## src/rtl/bs_pkg.sv

```systemverilog
// Shared definitions for the registered 1:2 demux: slot states, default word width, counter width.
package bs_pkg;
  localparam int DEF_WIDTH = 4;
  localparam int CNT_W     = 8;
  localparam int NUM_CH    = 2;

  typedef enum logic {EMPTY = 1'b0, FULL = 1'b1} slot_st_e;
endpackage

```

## src/rtl/bs_out_slot.sv

```systemverilog
// One-entry output register with valid/ready handshake; optional transfer counter (BS_DEMUX_CNT_EN).
module bs_out_slot
  import bs_pkg::*;
#(
  parameter int WIDTH = DEF_WIDTH
) (
  input  logic             clk,
  input  logic             rst_n,
  input  logic             i_load,
  input  logic [WIDTH-1:0] i_data,
  input  logic             i_ready,
  output logic [WIDTH-1:0] o_data,
  output logic             o_valid,
  output logic             o_can
`ifdef BS_DEMUX_CNT_EN
  , output logic [CNT_W-1:0] o_cnt
`endif
);
  slot_st_e         r_st;
  logic [WIDTH-1:0] r_data;
  logic             w_drain;

  assign w_drain = (r_st == FULL) && i_ready;
  assign o_can   = (r_st == EMPTY) || i_ready;
  assign o_data  = r_data;
  assign o_valid = (r_st == FULL);

  // A load wins over a drain so the slot sustains one word per cycle.
  always_ff @(posedge clk or negedge rst_n) begin
    if (!rst_n) begin
      r_st   <= EMPTY;
      r_data <= '0;
    end else if (i_load) begin
      r_st   <= FULL;
      r_data <= i_data;
    end else if (w_drain) begin
      r_st   <= EMPTY;
    end
  end

`ifdef BS_DEMUX_CNT_EN
  logic [CNT_W-1:0] r_cnt;
  always_ff @(posedge clk or negedge rst_n) begin
    if (!rst_n)       r_cnt <= '0;
    else if (w_drain) r_cnt <= r_cnt + 1'b1;
  end
  assign o_cnt = r_cnt;
`endif
endmodule

```

## src/rtl/bs_4_demux12_reg.sv

```systemverilog
// Registered 1:2 demux with per-channel output slots; BS_DEMUX_CNT_EN adds per-channel transfer counters.
module bs_4_demux12_reg
  import bs_pkg::*;
#(
  parameter int WIDTH = DEF_WIDTH
) (
  input  logic             clk,
  input  logic             rst_n,
  input  logic             s,
  input  logic [WIDTH-1:0] data,
  input  logic             in_valid,
  output logic             in_ready,
  output logic [WIDTH-1:0] a,
  output logic [WIDTH-1:0] b,
  output logic             a_valid,
  output logic             b_valid,
  input  logic             a_ready,
  input  logic             b_ready
`ifdef BS_DEMUX_CNT_EN
  , output logic [CNT_W-1:0] a_cnt,
  output logic [CNT_W-1:0] b_cnt
`endif
);
  logic [NUM_CH-1:0]            w_ready, w_load, w_can, w_valid;
  logic [NUM_CH-1:0][WIDTH-1:0] w_dout;
`ifdef BS_DEMUX_CNT_EN
  logic [NUM_CH-1:0][CNT_W-1:0] w_cnt;
`endif

  // Only the selected channel's capacity gates acceptance.
  assign in_ready = s ? w_can[1] : w_can[0];
  assign w_ready  = {b_ready, a_ready};
  assign w_load   = {in_valid && in_ready && s, in_valid && in_ready && !s};

  for (genvar g = 0; g < NUM_CH; g++) begin : g_slot
    bs_out_slot #(.WIDTH(WIDTH)) u_slot (
      .clk    (clk),
      .rst_n  (rst_n),
      .i_load (w_load[g]),
      .i_data (data),
      .i_ready(w_ready[g]),
      .o_data (w_dout[g]),
      .o_valid(w_valid[g]),
      .o_can  (w_can[g])
`ifdef BS_DEMUX_CNT_EN
      , .o_cnt(w_cnt[g])
`endif
    );
  end

  assign a       = w_dout[0];
  assign b       = w_dout[1];
  assign a_valid = w_valid[0];
  assign b_valid = w_valid[1];
`ifdef BS_DEMUX_CNT_EN
  assign a_cnt = w_cnt[0];
  assign b_cnt = w_cnt[1];
`endif
endmodule

```

## config.mk

```make
export PLATFORM = sky130hd
export DESIGN_NAME = bs_4_demux12_reg
export DESIGN_NICKNAME = d
export VERILOG_FILES = /design/src/rtl/bs_pkg.sv /design/src/rtl/bs_out_slot.sv /design/src/rtl/bs_4_demux12_reg.sv
export SDC_FILE = /design/constraint.sdc
export NUM_CORES = 1
export LEC_CHECK = 0
export ABC_AREA = 1
export BUFFER_PORTS_ARGS = -buffer_cell sky130_fd_sc_hd__buf_4
export CAP_MARGIN = 20
export CELL_PAD_IN_SITES_DETAIL_PLACEMENT = 0
export CELL_PAD_IN_SITES_GLOBAL_PLACEMENT = 2
export CORE_MARGIN = 2
export CORE_UTILIZATION = 22
export CTS_CLUSTER_SIZE = 10
export DETAILED_ROUTE_END_ITERATION = 10
export HOLD_SLACK_MARGIN = 0.12
export PLACE_DENSITY_LB_ADDON = 0.1
export SYNTH_ARGS = -nofsm -noshare
export SYNTH_HDL_FRONTEND = slang
export SYNTH_SLANG_ARGS = --single-unit
```

## constraint.sdc

```tcl
create_clock -name clk -period 1.2 [get_ports clk]
set_input_delay 0.36 -clock clk [delete_from_list [all_inputs] [get_ports clk]]
set_output_delay 0.36 -clock clk [all_outputs]
set_load 0.02 [all_outputs]
```

==> metrics.yaml <==
run_status:
  status: "finished with violations"
  violations: "negative setup slack"
cts:
  worstSkewPairLatency_ns: 0.26
  numCtsBuffers: 3
  cts_tree: "yes"
  clock_path_buffers: 2
  cts_sinks: 10
  cts_root_buffer: "clkbuf_4"
  clk_pin_slew_ns: 0.06
  htreeDepth: 1
worst_setup_path:
  worstSetupEndpointType: "output port"
  cp-endpoint: "in_ready"
  regToRegSetupSlack_ns: 0.18
  rr_worst_depth: 5
  critPathLaunchType: "flop"
  cp.required_ns: 0.84
  cp.arrival_ns: 0.96
  rr_startpoint: "g_slot[1].u_slot.o_valid$_DFFE_PN0P_"
  r2r-end: "g_slot[1].u_slot.o_data[1]$_DFFE_PN0P_"
  cp_max_fo: 2
  crit_start: "g_slot[0].u_slot.o_valid$_DFFE_PN0P_"
  crit_type: "reg -> out"
placed_design:
  dpl_worst_slack_ns: -0.002698
  place_hpwl_um: 802.7
  dp_cells: 94
  gp_congestion: 0.6369
  numPortBuffers: 20
synthesis:
  synth_area_um2: 417.9
  yosysSeqAreaShare_pct: 59.88
  avgSynthCellArea_um2: 8.892
  ys_ff_latch: 10
  synth.distinct_cells: 8
  synth_nets: 57
  yosys_warnings: 0
  synthCells: 47
power_and_ir_drop:
  power_frac_comb_pct: 29.9
  seq_power_share_pct: 45.0
  swShare_pct: 31.72
  p_leak_nw: 0.3660
  power_density_nw_per_um2: 1391
  intPower_uw: 625.2
  ir_drop_mv: 0.5113
  p_sw_uw: 290.4
  clkPwrFrac_pct: 25.1
floorplan:
  coreArea_um2: 1764
  dieArea_um2: 2264
  boundaryPins: 21
  rows: 15
  initial_utilization_pct: 23.69
  die_h_um: 47.59
  die_w_um: 47.59
drt:
  wirelength_mm: 1.007
  vias_per_cell: 4.173
  antenna_left: 0
  detail_route.iter0.violations: 10
  drc_errors: 0
  avgRoutedWirePerCell_um: 10.28
  num_vias: 409
  drtPass1Iterations: 4
worst_hold_path:
  hold_class: "in -> reg"
  hold_start: "data[2]"
sta:
  worstMarginPinSlew_ns: 0.2027
  fin_ws_ns: -0.1237
  finalSetupViolations: 1
  max_freq_mhz: 755.5
  slew_headroom_pct: 86.45
  fin_crit_ns: 1.324
  finalMaxSlewViolations: 0
  fin_crit_sh_pct: 110.3
  hold_viol: 0
  tns_ns: -0.1237
  clock_skew_ns: 0.0002330
  rsz0062_at_grt: "true"
global_route:
  first_global_vias: 379
  track_usage_pct: 10.60
  grt_pass1_wl_mm: 1.607
  grt_max_degree: 11
  antenna_found_initial: 0
  overflow: 0
finish:
  area_growth_pct: 57.48
  drive_gt1_share_pct: 41.10
  stdcell_count: 98
  fin_nets: 85
  diodes: 0
job:
  cap_violations: 0
## cell families after synthesis
kind of cell / share of synthesized area, %
AND/OR/NAND/NOR: 36.23
flip-flops: 59.88
buffers and inverters: 3.891
## per-stage QoR
| step | util (%) | area [µm²] | power, mW | hold slack (ns) |
|---|---|---|---|---|
| global route | 37.31 | 658.1 | 0.9726 | 0.3764 |
| finish | 37.31 | 658.1 | 0.9157 | 0.3646 |
| floorplan | - | 420.4 | 0.5492 | 0.06441 |
| global placement | 35.11 | 619.3 | 0.6910 | 0.1973 |
| CTS | 37.31 | 658.1 | 0.9254 | 0.3732 |
| detailed placement | 35.11 | 619.3 | 0.6920 | 0.2001 |
## placed cells by master, fill, tap and decap left out, drive strengths merged
cell / Yosys / routed
dlygate4sd3: 0 / 1
clkbuf: 0 / 3
nand4: 8 / 8
nand2: 23 / 23
dfrtp: 10 / 10
buf: 1 / 23
inv: 3 / 3
nand3: 2 / 2
## metal layers
layer | GRT usage, % | vias to the layer above | part of all wire (%)
met3 | 3.396 | 2 | 7.5
met5 | 0 | - | 0
met2 | 14.86 | 18 | 40
li1 | - | 210 | -
met4 | 4.865 | 0 | 1.9
met1 | 14.78 | 179 | 51
## power groups by stage
stage	combinational (mW)	clock, mW	sequential, mW
6_report	0.274	0.229	0.412
5_1_grt	0.303	0.251	0.418
4_1_cts	0.279	0.233	0.413
3_5_place_dp	0.274	0	0.418
3_3_place_gp	0.273	0	0.418
2_1_floorplan	0.0678	0	0.481
## worst max-delay path, stage by stage (launching register included)
cell	delay, ns
dfrtp_1	0.38
nand2_2	0.07
nand2_1	0.05
nand2_1	0.08
buf_6	0.12
## flip-flops by register name, indices dropped and copies added (netlist names)
| name | cells |
|---|---|
| g_slot.u_slot.o_valid | 2 |
| g_slot.u_slot.o_data | 8 |
## what timing repair did
item / CTS / global route
buffers inserted: 0 / 0
setup endpoints to repair: 1 / 1
endpoints found under the hold margin: 10 / 0
pin swaps: 3 / 0
gates resized for setup: 2 / 0
hold buffers: 1 / 0
## worst min path at each step
stage                                                   to  depth (start not counted)
global route        g_slot[1].u_slot.o_data[2]$_DFFE_PN0P_                          3
floorplan           g_slot[0].u_slot.o_data[0]$_DFFE_PN0P_                          0
detailed placement  g_slot[0].u_slot.o_data[2]$_DFFE_PN0P_                          1
CTS                 g_slot[1].u_slot.o_data[2]$_DFFE_PN0P_                          3
finish              g_slot[1].u_slot.o_data[2]$_DFFE_PN0P_                          3
global placement    g_slot[0].u_slot.o_data[2]$_DFFE_PN0P_                          1
## area by class of cell
| cell class | instances | area, µm² |
|---|---|---|
| Inverter | 3 | 11.26 |
| Fill cell | 206 | 1106 |
| Timing Repair Buffer | 24 | 186.4 |
| Multi-Input combinational cell | 33 | 156.4 |
| Tap cell | 25 | 31.28 |
| Clock buffer | 3 | 22.52 |
| Sequential cell | 10 | 250.2 |
## cell usage after synthesis
cell / count / area [µm²]
nand2_1: 23 / 86.33
dfrtp_1: 10 / 250.2
nand4_1: 8 / 50.05
inv_1: 2 / 7.510
buf_2: 1 / 5.000
inv_2: 1 / 3.750
nand3_1: 1 / 5.000
nand3_2: 1 / 10.01
Power figures use the tool's default switching activity.
